[src/rtl/qr_pkg.sv]
// qr_pkg: constants and helpers shared by the QR datapath blocks.
//   ST_IDLE / ST_RUN / ST_FIN : divider FSM state encoding
//   QR_WIDTH / QR_FRAC        : default fixed-point format (Q8.8)
//   qr_sat_pos / qr_sat_neg   : saturation limits for a given width
package qr_pkg;

  localparam logic [1:0] ST_IDLE = 2'd0;
  localparam logic [1:0] ST_RUN  = 2'd1;
  localparam logic [1:0] ST_FIN  = 2'd2;

  localparam int QR_WIDTH = 16;
  localparam int QR_FRAC  = 8;

  // Largest representable value: 2^(w-1)-1 when signed, 2^w-1 when unsigned.
  // Returned 64 bits wide so callers can size it to any format up to 63 bits.
  function automatic logic [63:0] qr_sat_pos(input int w, input int sgn);
    if (sgn != 0) begin
      return (64'd1 << (w - 1)) - 64'd1;
    end
    return (64'd1 << w) - 64'd1;
  endfunction

  // Magnitude of the most negative signed value, 2^(w-1). As a w-bit pattern
  // this is also the 0x80..0 saturation code.
  function automatic logic [63:0] qr_sat_neg(input int w);
    return 64'd1 << (w - 1);
  endfunction

endpackage

[src/rtl/qr_div_step.sv]
// qr_div_step: one combinational restoring-division step.
//   rem_in  : partial remainder, always < divisor
//   divisor : |b|
//   din     : next dividend bit, shifted into the remainder LSB
//   rem_out : new partial remainder
//   q_bit   : quotient bit produced by this step
module qr_div_step #(
  parameter int WIDTH = 16
) (
  input  logic [WIDTH-1:0] rem_in,
  input  logic [WIDTH-1:0] divisor,
  input  logic             din,
  output logic [WIDTH-1:0] rem_out,
  output logic             q_bit
);

  logic [WIDTH:0] trial;
  logic [WIDTH:0] diff;

  // Because rem_in < divisor, trial <= 2*divisor-1, so a successful subtract
  // leaves diff < 2^WIDTH (MSB clear) and a failed one wraps negative (MSB set).
  // The difference MSB therefore doubles as the compare result.
  always_comb begin
    trial   = {rem_in, din};
    diff    = trial - {1'b0, divisor};
    q_bit   = ~diff[WIDTH];
    rem_out = q_bit ? diff[WIDTH-1:0] : trial[WIDTH-1:0];
  end

endmodule

[src/rtl/qr_fxp_divider.sv]
// qr_fxp_divider: iterative fixed-point divider, q = (a << FRAC) / b,
// one quotient bit per clock.
//   i_clk, i_rst : clock, synchronous active-high reset
//   i_start      : request, taken only in IDLE or FIN
//   i_a, i_b     : dividend / divisor, captured on the accepted start
//   o_busy       : high while iterating
//   o_done       : one-cycle result strobe
//   o_q          : quotient, held until the next result
//   o_div0       : last result was a divide by zero
//   o_ovf        : last result was out of range (saturated or wrapped)
module qr_fxp_divider
  import qr_pkg::*;
#(
  parameter int WIDTH  = QR_WIDTH,
  parameter int FRAC   = QR_FRAC,
  parameter int SIGNED = 1,
  parameter int SAT    = 1
) (
  input  logic             i_clk,
  input  logic             i_rst,
  input  logic             i_start,
  input  logic [WIDTH-1:0] i_a,
  input  logic [WIDTH-1:0] i_b,
  output logic             o_busy,
  output logic             o_done,
  output logic [WIDTH-1:0] o_q,
  output logic             o_div0,
  output logic             o_ovf
);

  localparam int N  = WIDTH + FRAC;
  localparam int CW = $clog2(N);

  // Range limits on the N-bit magnitude quotient, and the saturation codes.
  localparam logic [N-1:0]     MAG_POS_LIM = N'(qr_sat_pos(WIDTH, SIGNED));
  localparam logic [N-1:0]     MAG_NEG_LIM = N'(qr_sat_neg(WIDTH));
  localparam logic [WIDTH-1:0] Q_POS_SAT   = WIDTH'(qr_sat_pos(WIDTH, SIGNED));
  localparam logic [WIDTH-1:0] Q_NEG_SAT   = WIDTH'(qr_sat_neg(WIDTH));

  logic [1:0]       state_reg;
  logic [CW-1:0]    cnt_reg;
  logic [WIDTH-1:0] rem_reg;
  logic [WIDTH-1:0] div_reg;
  // Dividend bits leave at the MSB while quotient bits enter at the LSB, so
  // after N steps this register holds the magnitude quotient.
  logic [N-1:0]     sreg_reg;
  logic             neg_reg;
  logic [WIDTH-1:0] q_reg;
  logic             div0_reg;
  logic             ovf_reg;

  logic             a_neg;
  logic             b_neg;
  logic [WIDTH-1:0] abs_a;
  logic [WIDTH-1:0] abs_b;
  logic [N-1:0]     dvd_start;
  logic [WIDTH-1:0] step_rem;
  logic             step_q;
  logic [N-1:0]     mag;
  logic [WIDTH-1:0] mag_lo;
  logic [WIDTH-1:0] wrap_q;
  logic             res_ovf;
  logic [WIDTH-1:0] res_q;
  logic [WIDTH-1:0] div0_q;

  // Negating 0x80..0 gives 0x80..0, which read unsigned is exactly 2^(W-1),
  // so the most negative operand needs no extra bit.
  always_comb begin
    a_neg     = (SIGNED != 0) && i_a[WIDTH-1];
    b_neg     = (SIGNED != 0) && i_b[WIDTH-1];
    abs_a     = a_neg ? -i_a : i_a;
    abs_b     = b_neg ? -i_b : i_b;
    dvd_start = N'(abs_a) << FRAC;
    div0_q    = a_neg ? Q_NEG_SAT : Q_POS_SAT;
  end

  qr_div_step #(
    .WIDTH(WIDTH)
  ) u_step (
    .rem_in (rem_reg),
    .divisor(div_reg),
    .din    (sreg_reg[N-1]),
    .rem_out(step_rem),
    .q_bit  (step_q)
  );

  // Result formed from the last step's output so it can be registered on the
  // same edge that enters FIN.
  always_comb begin
    mag     = {sreg_reg[N-2:0], step_q};
    mag_lo  = mag[WIDTH-1:0];
    wrap_q  = neg_reg ? -mag_lo : mag_lo;
    res_ovf = neg_reg ? (mag > MAG_NEG_LIM) : (mag > MAG_POS_LIM);
    if (res_ovf && (SAT != 0)) begin
      res_q = neg_reg ? Q_NEG_SAT : Q_POS_SAT;
    end else begin
      res_q = wrap_q;
    end
  end

  always_ff @(posedge i_clk) begin
    if (i_rst) begin
      state_reg <= ST_IDLE;
      cnt_reg   <= '0;
      rem_reg   <= '0;
      div_reg   <= '0;
      sreg_reg  <= '0;
      neg_reg   <= 1'b0;
      q_reg     <= '0;
      div0_reg  <= 1'b0;
      ovf_reg   <= 1'b0;
    end else begin
      case (state_reg)
        ST_IDLE, ST_FIN: begin
          if (i_start) begin
            if (i_b == '0) begin
              state_reg <= ST_FIN;
              q_reg     <= div0_q;
              div0_reg  <= 1'b1;
              ovf_reg   <= 1'b0;
            end else begin
              state_reg <= ST_RUN;
              cnt_reg   <= CW'(N - 1);
              rem_reg   <= '0;
              div_reg   <= abs_b;
              sreg_reg  <= dvd_start;
              neg_reg   <= a_neg ^ b_neg;
            end
          end else begin
            state_reg <= ST_IDLE;
          end
        end
        ST_RUN: begin
          rem_reg  <= step_rem;
          sreg_reg <= mag;
          cnt_reg  <= cnt_reg - CW'(1);
          if (cnt_reg == '0) begin
            state_reg <= ST_FIN;
            q_reg     <= res_q;
            div0_reg  <= 1'b0;
            ovf_reg   <= res_ovf;
          end
        end
        default: state_reg <= ST_IDLE;
      endcase
    end
  end

  assign o_busy = (state_reg == ST_RUN);
  assign o_done = (state_reg == ST_FIN);
  assign o_q    = q_reg;
  assign o_div0 = div0_reg;
  assign o_ovf  = ovf_reg;

endmodule

[config.mk]
export PLATFORM = sky130hd
export DESIGN_NAME = qr_fxp_divider
export DESIGN_NICKNAME = d
export VERILOG_FILES = /design/src/rtl/qr_pkg.sv /design/src/rtl/qr_div_step.sv /design/src/rtl/qr_fxp_divider.sv
export SDC_FILE = /design/constraint.sdc
export NUM_CORES = 1
export LEC_CHECK = 0
export BUFFER_PORTS_ARGS = -buffer_cell sky130_fd_sc_hd__buf_2
export CAP_MARGIN = 25
export CORE_MARGIN = 2
export CORE_UTILIZATION = 30
export DETAILED_ROUTE_END_ITERATION = 6
export GPL_ROUTABILITY_DRIVEN = 0
export SLEW_MARGIN = 0
export SYNTH_ARGS = -nofsm -noshare
export SYNTH_HDL_FRONTEND = slang
export SYNTH_SLANG_ARGS = --single-unit
[constraint.sdc]
create_clock -name i_clk -period 4.5 [get_ports i_clk]
set_input_delay 0.225 -clock i_clk [delete_from_list [all_inputs] [get_ports i_clk]]
set_output_delay 0.225 -clock i_clk [all_outputs]
set_load 0.1 [all_outputs]
Word level (Yosys, flattened, before mapping)
Index checks and enable logic that the tools add are counted.
W data, S select, Z words.

operators by class
  reductions and logical operators = 8
  div/mod/pow operators = 0
  shift operators = 0
  muxes and demuxes = 33
  $mul = 0
  add/sub/neg operators = 5
  equal/unequal tests = 6
  bitwise logic cells = 3
  magnitude comparators = 2

operators with widths
  kind                    count
  $mux W16                12
  $pmux W16 S2            2
  $mux W24                2
  $neg A16 Y16            3
  $pmux W24 S2            1
  $gt A24 B15 Y1 const B  1
  $gt A24 B16 Y1 const B  1
  $sub A17 B16 Y17        1
  $logic_not A16 Y1       1
  $mux W5                 2
  $pmux W5 S2             1
  $mux W1                 7
  $mux W2                 3
  $ne A2 B2 Y1 const B    3
  $reduce_and A3 Y1       2
  $logic_not A5 Y1        1
  $sub A5 B1 Y5 const B   1
  $pmux W1 S2             2
  $pmux W2 S2             1
  $reduce_and A4 Y1       1
  $eq A2 B1 Y1 const B    1
  $eq A2 B2 Y1 const B    1
  $logic_not A2 Y1        1
  $ne A2 B1 Y1 const B    1
  4 further kinds         5

storage, ports and cells
  bits in registers = 82
  word-level logic and storage cells = 66
  output and inout port bits = 20
  memories = 0
  latch bits = 0
  RAM bits = 0
  memory bits (read-only) = 0

Longest topological paths before layout
  depth in word-level cells = 7
  mapped depth = 19
  depth with buffers taken out = 18

Modules after synthesis
Synthesis repeated with hierarchy kept, for this count alone.

unflattened totals
  cells, all modules = 651
  area total of the unflattened synthesis = 5,317.6 um^2

modules (own cells, without submodules)
  module          cells an instance  times used  area each (um^2)  sequential area each (um^2)
  qr_fxp_divider  523                1           4,307.9           1,641.6
  qr_div_step     128                1           1,009.7           0.0

Worst setup path before layout
No wires, ideal clock.

  kind = reg-to-reg
  from = register sreg_reg[23]
  to = register q_reg[12] (netlist: o_q[12])
  data arrival time = 3.411 ns
  clock period less this slack = 3.535 ns
  required time = 4.376 ns
  slack = 0.965 ns
  stages on the path, launching flop included = 20
  setup time = 0.124 ns
  cell sequence = dfxtp_1 inv_1 ha_1 fa_1 nor2b_1 o31ai_1 a21oi_1 a31oi_1 mux2i_1 o21ai_1 clkbuf_1 inv_1 ha_1 nand2b_1 o31ai_1 nand2_1 nand2_1 xnor2_1 a21oi_1 o21ai_0

between the ends
  longest elaborated chain between the ends = 7
  elaborated cells on any way between the ends = 10

ends and longest elaborated chain
  element                                     RTL line                                    RTL
  start: declaration                          qr_fxp_divider.sv:46                        logic [N-1:0] sreg_reg;
  start signal: assignment                    qr_fxp_divider.sv:126                       sreg_reg <= dvd_start;
  start signal: assignment                    qr_fxp_divider.sv:135                       sreg_reg <= mag;
  $sub A17 B16 Y17 (*)                        qr_div_step.sv:25                           diff = trial - {1'b0, divisor};
  $not A1 Y1 (*)                              qr_div_step.sv:26                           q_bit = ~diff[WIDTH];
  $gt A24 B15 Y1 (tied with other cells)      qr_fxp_divider.sv:93                        res_ovf = neg_reg ? (mag > MAG_NEG_LIM) : (mag > MAG_POS_LIM);
  $mux W1 / $mux W16 (equally long branches)  qr_fxp_divider.sv:93, qr_fxp_divider.sv:92
  $mux W16 (*)                                qr_fxp_divider.sv:94                        if (res_ovf && (SAT != 0)) begin
  $mux W16 (*)                                qr_fxp_divider.sv:137                       if (cnt_reg == '0) begin
  $pmux W16 S2 (*)                            qr_fxp_divider.sv:113                       case (state_reg)
  end signal: assignment                      qr_fxp_divider.sv:118                       q_reg <= div0_q;
  end signal: assignment                      qr_fxp_divider.sv:139                       q_reg <= res_q;
  end: declaration                            qr_fxp_divider.sv:48                        logic [WIDTH-1:0] q_reg;

Every way passes the cells marked *; elsewhere a longest branch is shown, timed or not. The select of a mux whose other input is x is not followed.
A chain may end at the register's enable or synchronous reset.

Worst setup path in the final report
  from = register sreg_reg[23]
  to = register q_reg[14] (netlist: o_q[14])

Same word-level chain as after synthesis.

==> impl_metrics.env <==
export IMPL_synth_edf_count=0
export IMPL_p_leak_nw=2.36
export IMPL_root_buffer="clkbuf_16"
export IMPL_tightest_slew_ns=0.956
export IMPL_period_needed_ns=3.65
export IMPL_die_area_sq_mm=0.0177
export IMPL_drv_slew=0
export IMPL_rsz0062_at_grt="false"
export IMPL_cap_violations=0
export IMPL_maxSlewHeadroom=0.363
export IMPL_final_core_util=0.353
export IMPL_grt_overflow=0
export IMPL_hp_start="i_b[0]"
export IMPL_clk_pin_slew_ns=0.06
export IMPL_start_kind="flip-flop"
export IMPL_hold_viol=0
export IMPL_start_util=0.305
export IMPL_cp_max_fo=16
export IMPL_hold_path_class="primary input to flip-flop"
export IMPL_drive_above_1_share=0.132
export IMPL_grtUsageMet3=0.0195
export IMPL_clock_path_buffers=2
export IMPL_hpwl_microns=8860
export IMPL_drtIter0Drc=180
export IMPL_rr_startpoint="sreg_reg[23]$_SDFFE_PP0P_"
export IMPL_ant_nets=0
export IMPL_grtUsageMet2=0.229
export IMPL_clock_sinks=82
export IMPL_cts_hold_buf=0
export IMPL_cts_tree="done"
export IMPL_finalCritPeriodShare=0.810
export IMPL_worstPathArrival_ns=3.86
export IMPL_tns_ns=0
export IMPL_cp_startpoint="sreg_reg[23]$_SDFFE_PP0P_"
export IMPL_vias_per_cell=4.99
export IMPL_end_kind="flip-flop"
export IMPL_postCtsSetupBuffers=0
export IMPL_synthFlopType="dfxtp_1"
export IMPL_antenna_found_initial=0
export IMPL_yosys_warnings=0
export IMPL_fin_skew_ns=0.00914
export IMPL_grt_pass1_vias=4344
export IMPL_cts_resized=0
export IMPL_num_rows=47
export IMPL_use_met1=0.213
export IMPL_largest_reg_flops=24
export IMPL_grt_max_degree=50
export IMPL_die_y_microns=133
export IMPL_grt_busiest_layer="met2"
export IMPL_status="finished, final reports clean"
export IMPL_ys_types=52
export IMPL_numCtsBuffers=9
export IMPL_core_area_sq_mm=0.0164
export IMPL_layout_nets=739
export IMPL_die_x_microns=133
export IMPL_fmax_mhz=274
export IMPL_seq_area_frac_synth=0.328
export IMPL_synthCells=649
export IMPL_vias=4523
export IMPL_syn_nets=706
export IMPL_wl_per_cell_microns=13.6
export IMPL_ir_drop_uv=184
export IMPL_drc=0
export IMPL_syn_to_final_growth_pct=16.0
export IMPL_num_fill_cells=1734
export IMPL_synth_area_sq_mm=0.00500
export IMPL_htreeDepth=3
export IMPL_io_pins=55
export IMPL_setup_viol=0
export IMPL_grt_use_total=0.147
export IMPL_dr_pass1_iters=5
export IMPL_avgSynthCellArea_sq_um=7.70
export IMPL_async_reset_ff_frac=0
export IMPL_ys_seq_elements=82
export IMPL_worstSetupPathType="flip-flop to flip-flop"
export IMPL_clk_latency_ns=0.35
export IMPL_grt_pass1_wl_microns=21600
export IMPL_drt_total_wl_microns=12400
export IMPL_io_buffers=54
export IMPL_cp_required_ns=4.71
export IMPL_powerDensity_mw_per_mm2=462
export IMPL_antenna_cells=0
[power by group]
part | switching, W | total [W] | leakage [nW] | internal [W]
sequential | 0.0000579 | 0.000850 | 0.670 | 0.000792
combinational | 0.000608 | 0.00101 | 1.53 | 0.000405
clock | 0.000313 | 0.000816 | 0.155 | 0.000502
total | 0.000979 | 0.00268 | 2.36 | 0.00170
[layout by cell type (no fill, tap or decap), types with 8 or more instances in the layout]
cell type,instances
nor2_1,97
dfxtp_1,82
nand2_1,65
buf_2,54
a21oi_1,52
inv_1,32
xor2_1,26
xnor2_1,22
o21ai_0,22
a211oi_1,21
ha_1,21
mux2i_1,15
a221oi_1,15
nand3_1,13
nand2b_1,10
nor3_1,10
o31ai_1,9
clkbuf_16,9
nor2b_1,8
a31oi_1,8
buf_4,8
[worst max-delay path, stage by stage (launching register included)]
cell and delay [ns]:
dfxtp_1 0.32, inv_1 0.05, ha_1 0.20, fa_1 0.42
nor2b_1 0.17, o31ai_1 0.10, a21oi_1 0.25, a31oi_1 0.17
mux2i_1 0.19, o21ai_2 0.25, inv_1 0.17, ha_1 0.23
nand2b_1 0.10, o31ai_1 0.39, nand2_1 0.11, xor2_1 0.16
a21oi_1 0.14, o21ai_0 0.08
[layer usage]
metal | part of all wire | vias up
met1 | 0.52 | 2078
met2 | 0.44 | 76
met4 | 0.014 | 0
li1 | - | 2349
met5 | 0 | -
met3 | 0.027 | 20
[metrics by stage]
| step | area, sq um | hold slack [ns] | std cells | setup WS, ns | total power [W] |
|---|---|---|---|---|---|
| after detailed placement | 5470 | 0.443 | 891 | 0.835 | 0.00188 |
| after CTS | 5800 | 0.149 | 907 | 0.823 | 0.00269 |
| after global routing | 5800 | 0.171 | 907 | 0.467 | 0.00286 |
| final | 5800 | 0.151 | 907 | 0.853 | 0.00268 |
| after floorplan | 5000 | 0.361 | 649 | 0.965 | 0.00166 |
| after global placement | 5470 | 0.440 | 891 | 0.914 | 0.00188 |
[cell type report]
type / instances / area [sq um] / area share
multi-input combinational: 495 / 3100 / 0.535
sequential: 82 / 1640 / 0.283
timing repair buffer: 62 / 330 / 0.0570
tap: 220 / 275 / 0.0475
clock buffer: 10 / 239 / 0.0412
inverter: 32 / 120 / 0.0207
clock inverter: 6 / 88.8 / 0.0153
[cells in the mapped netlist, types with 4 or more instances]
library cell	n	area share
nor3_1	10	0.010
a221oi_1	15	0.026
a31oi_1	8	0.010
inv_1	32	0.024
mux2i_1	15	0.030
a21o_1	5	0.0075
a21oi_1	52	0.052
or3_1	4	0.0050
nand2b_1	10	0.013
o21ai_0	22	0.022
o41ai_1	4	0.0070
o31ai_1	10	0.015
xnor2_1	22	0.039
a211oi_1	21	0.032
nor4_1	6	0.0075
o211ai_1	5	0.0075
xor2_1	26	0.046
nor2b_1	8	0.010
buf_1	4	0.0030
nand2_1	65	0.049
or2_2	4	0.0050
dfxtp_1	82	0.33
nor2_1	98	0.074
nand3_1	13	0.013
or4_1	5	0.0075
ha_1	21	0.053
o21a_1	7	0.011
a22oi_1	4	0.0060
clkbuf_1	33	0.025
[final timing paths]
check | endpoint | slack, ns | depth (start not counted)
setup / recovery | o_q[14]$_SDFFE_PP0P_ | 0.85 | 17
hold / removal | div_reg[0]$_SDFFE_PP0P_ | 0.15 | 3
setup reg to reg | o_q[14]$_SDFFE_PP0P_ | 0.85 | 17
hold reg to reg | o_q[1]$_SDFFE_PP0P_ | 0.45 | 2
[kinds of logic after synthesis]
kind of cell    synth area share
mux                       0.0300
fa+ha+maj                 0.0566
compound gates             0.231
buf+inv                   0.0548
flops                      0.328
xor+xnor                  0.0841
simple gates               0.215
Power figures use the tool's default switching activity.
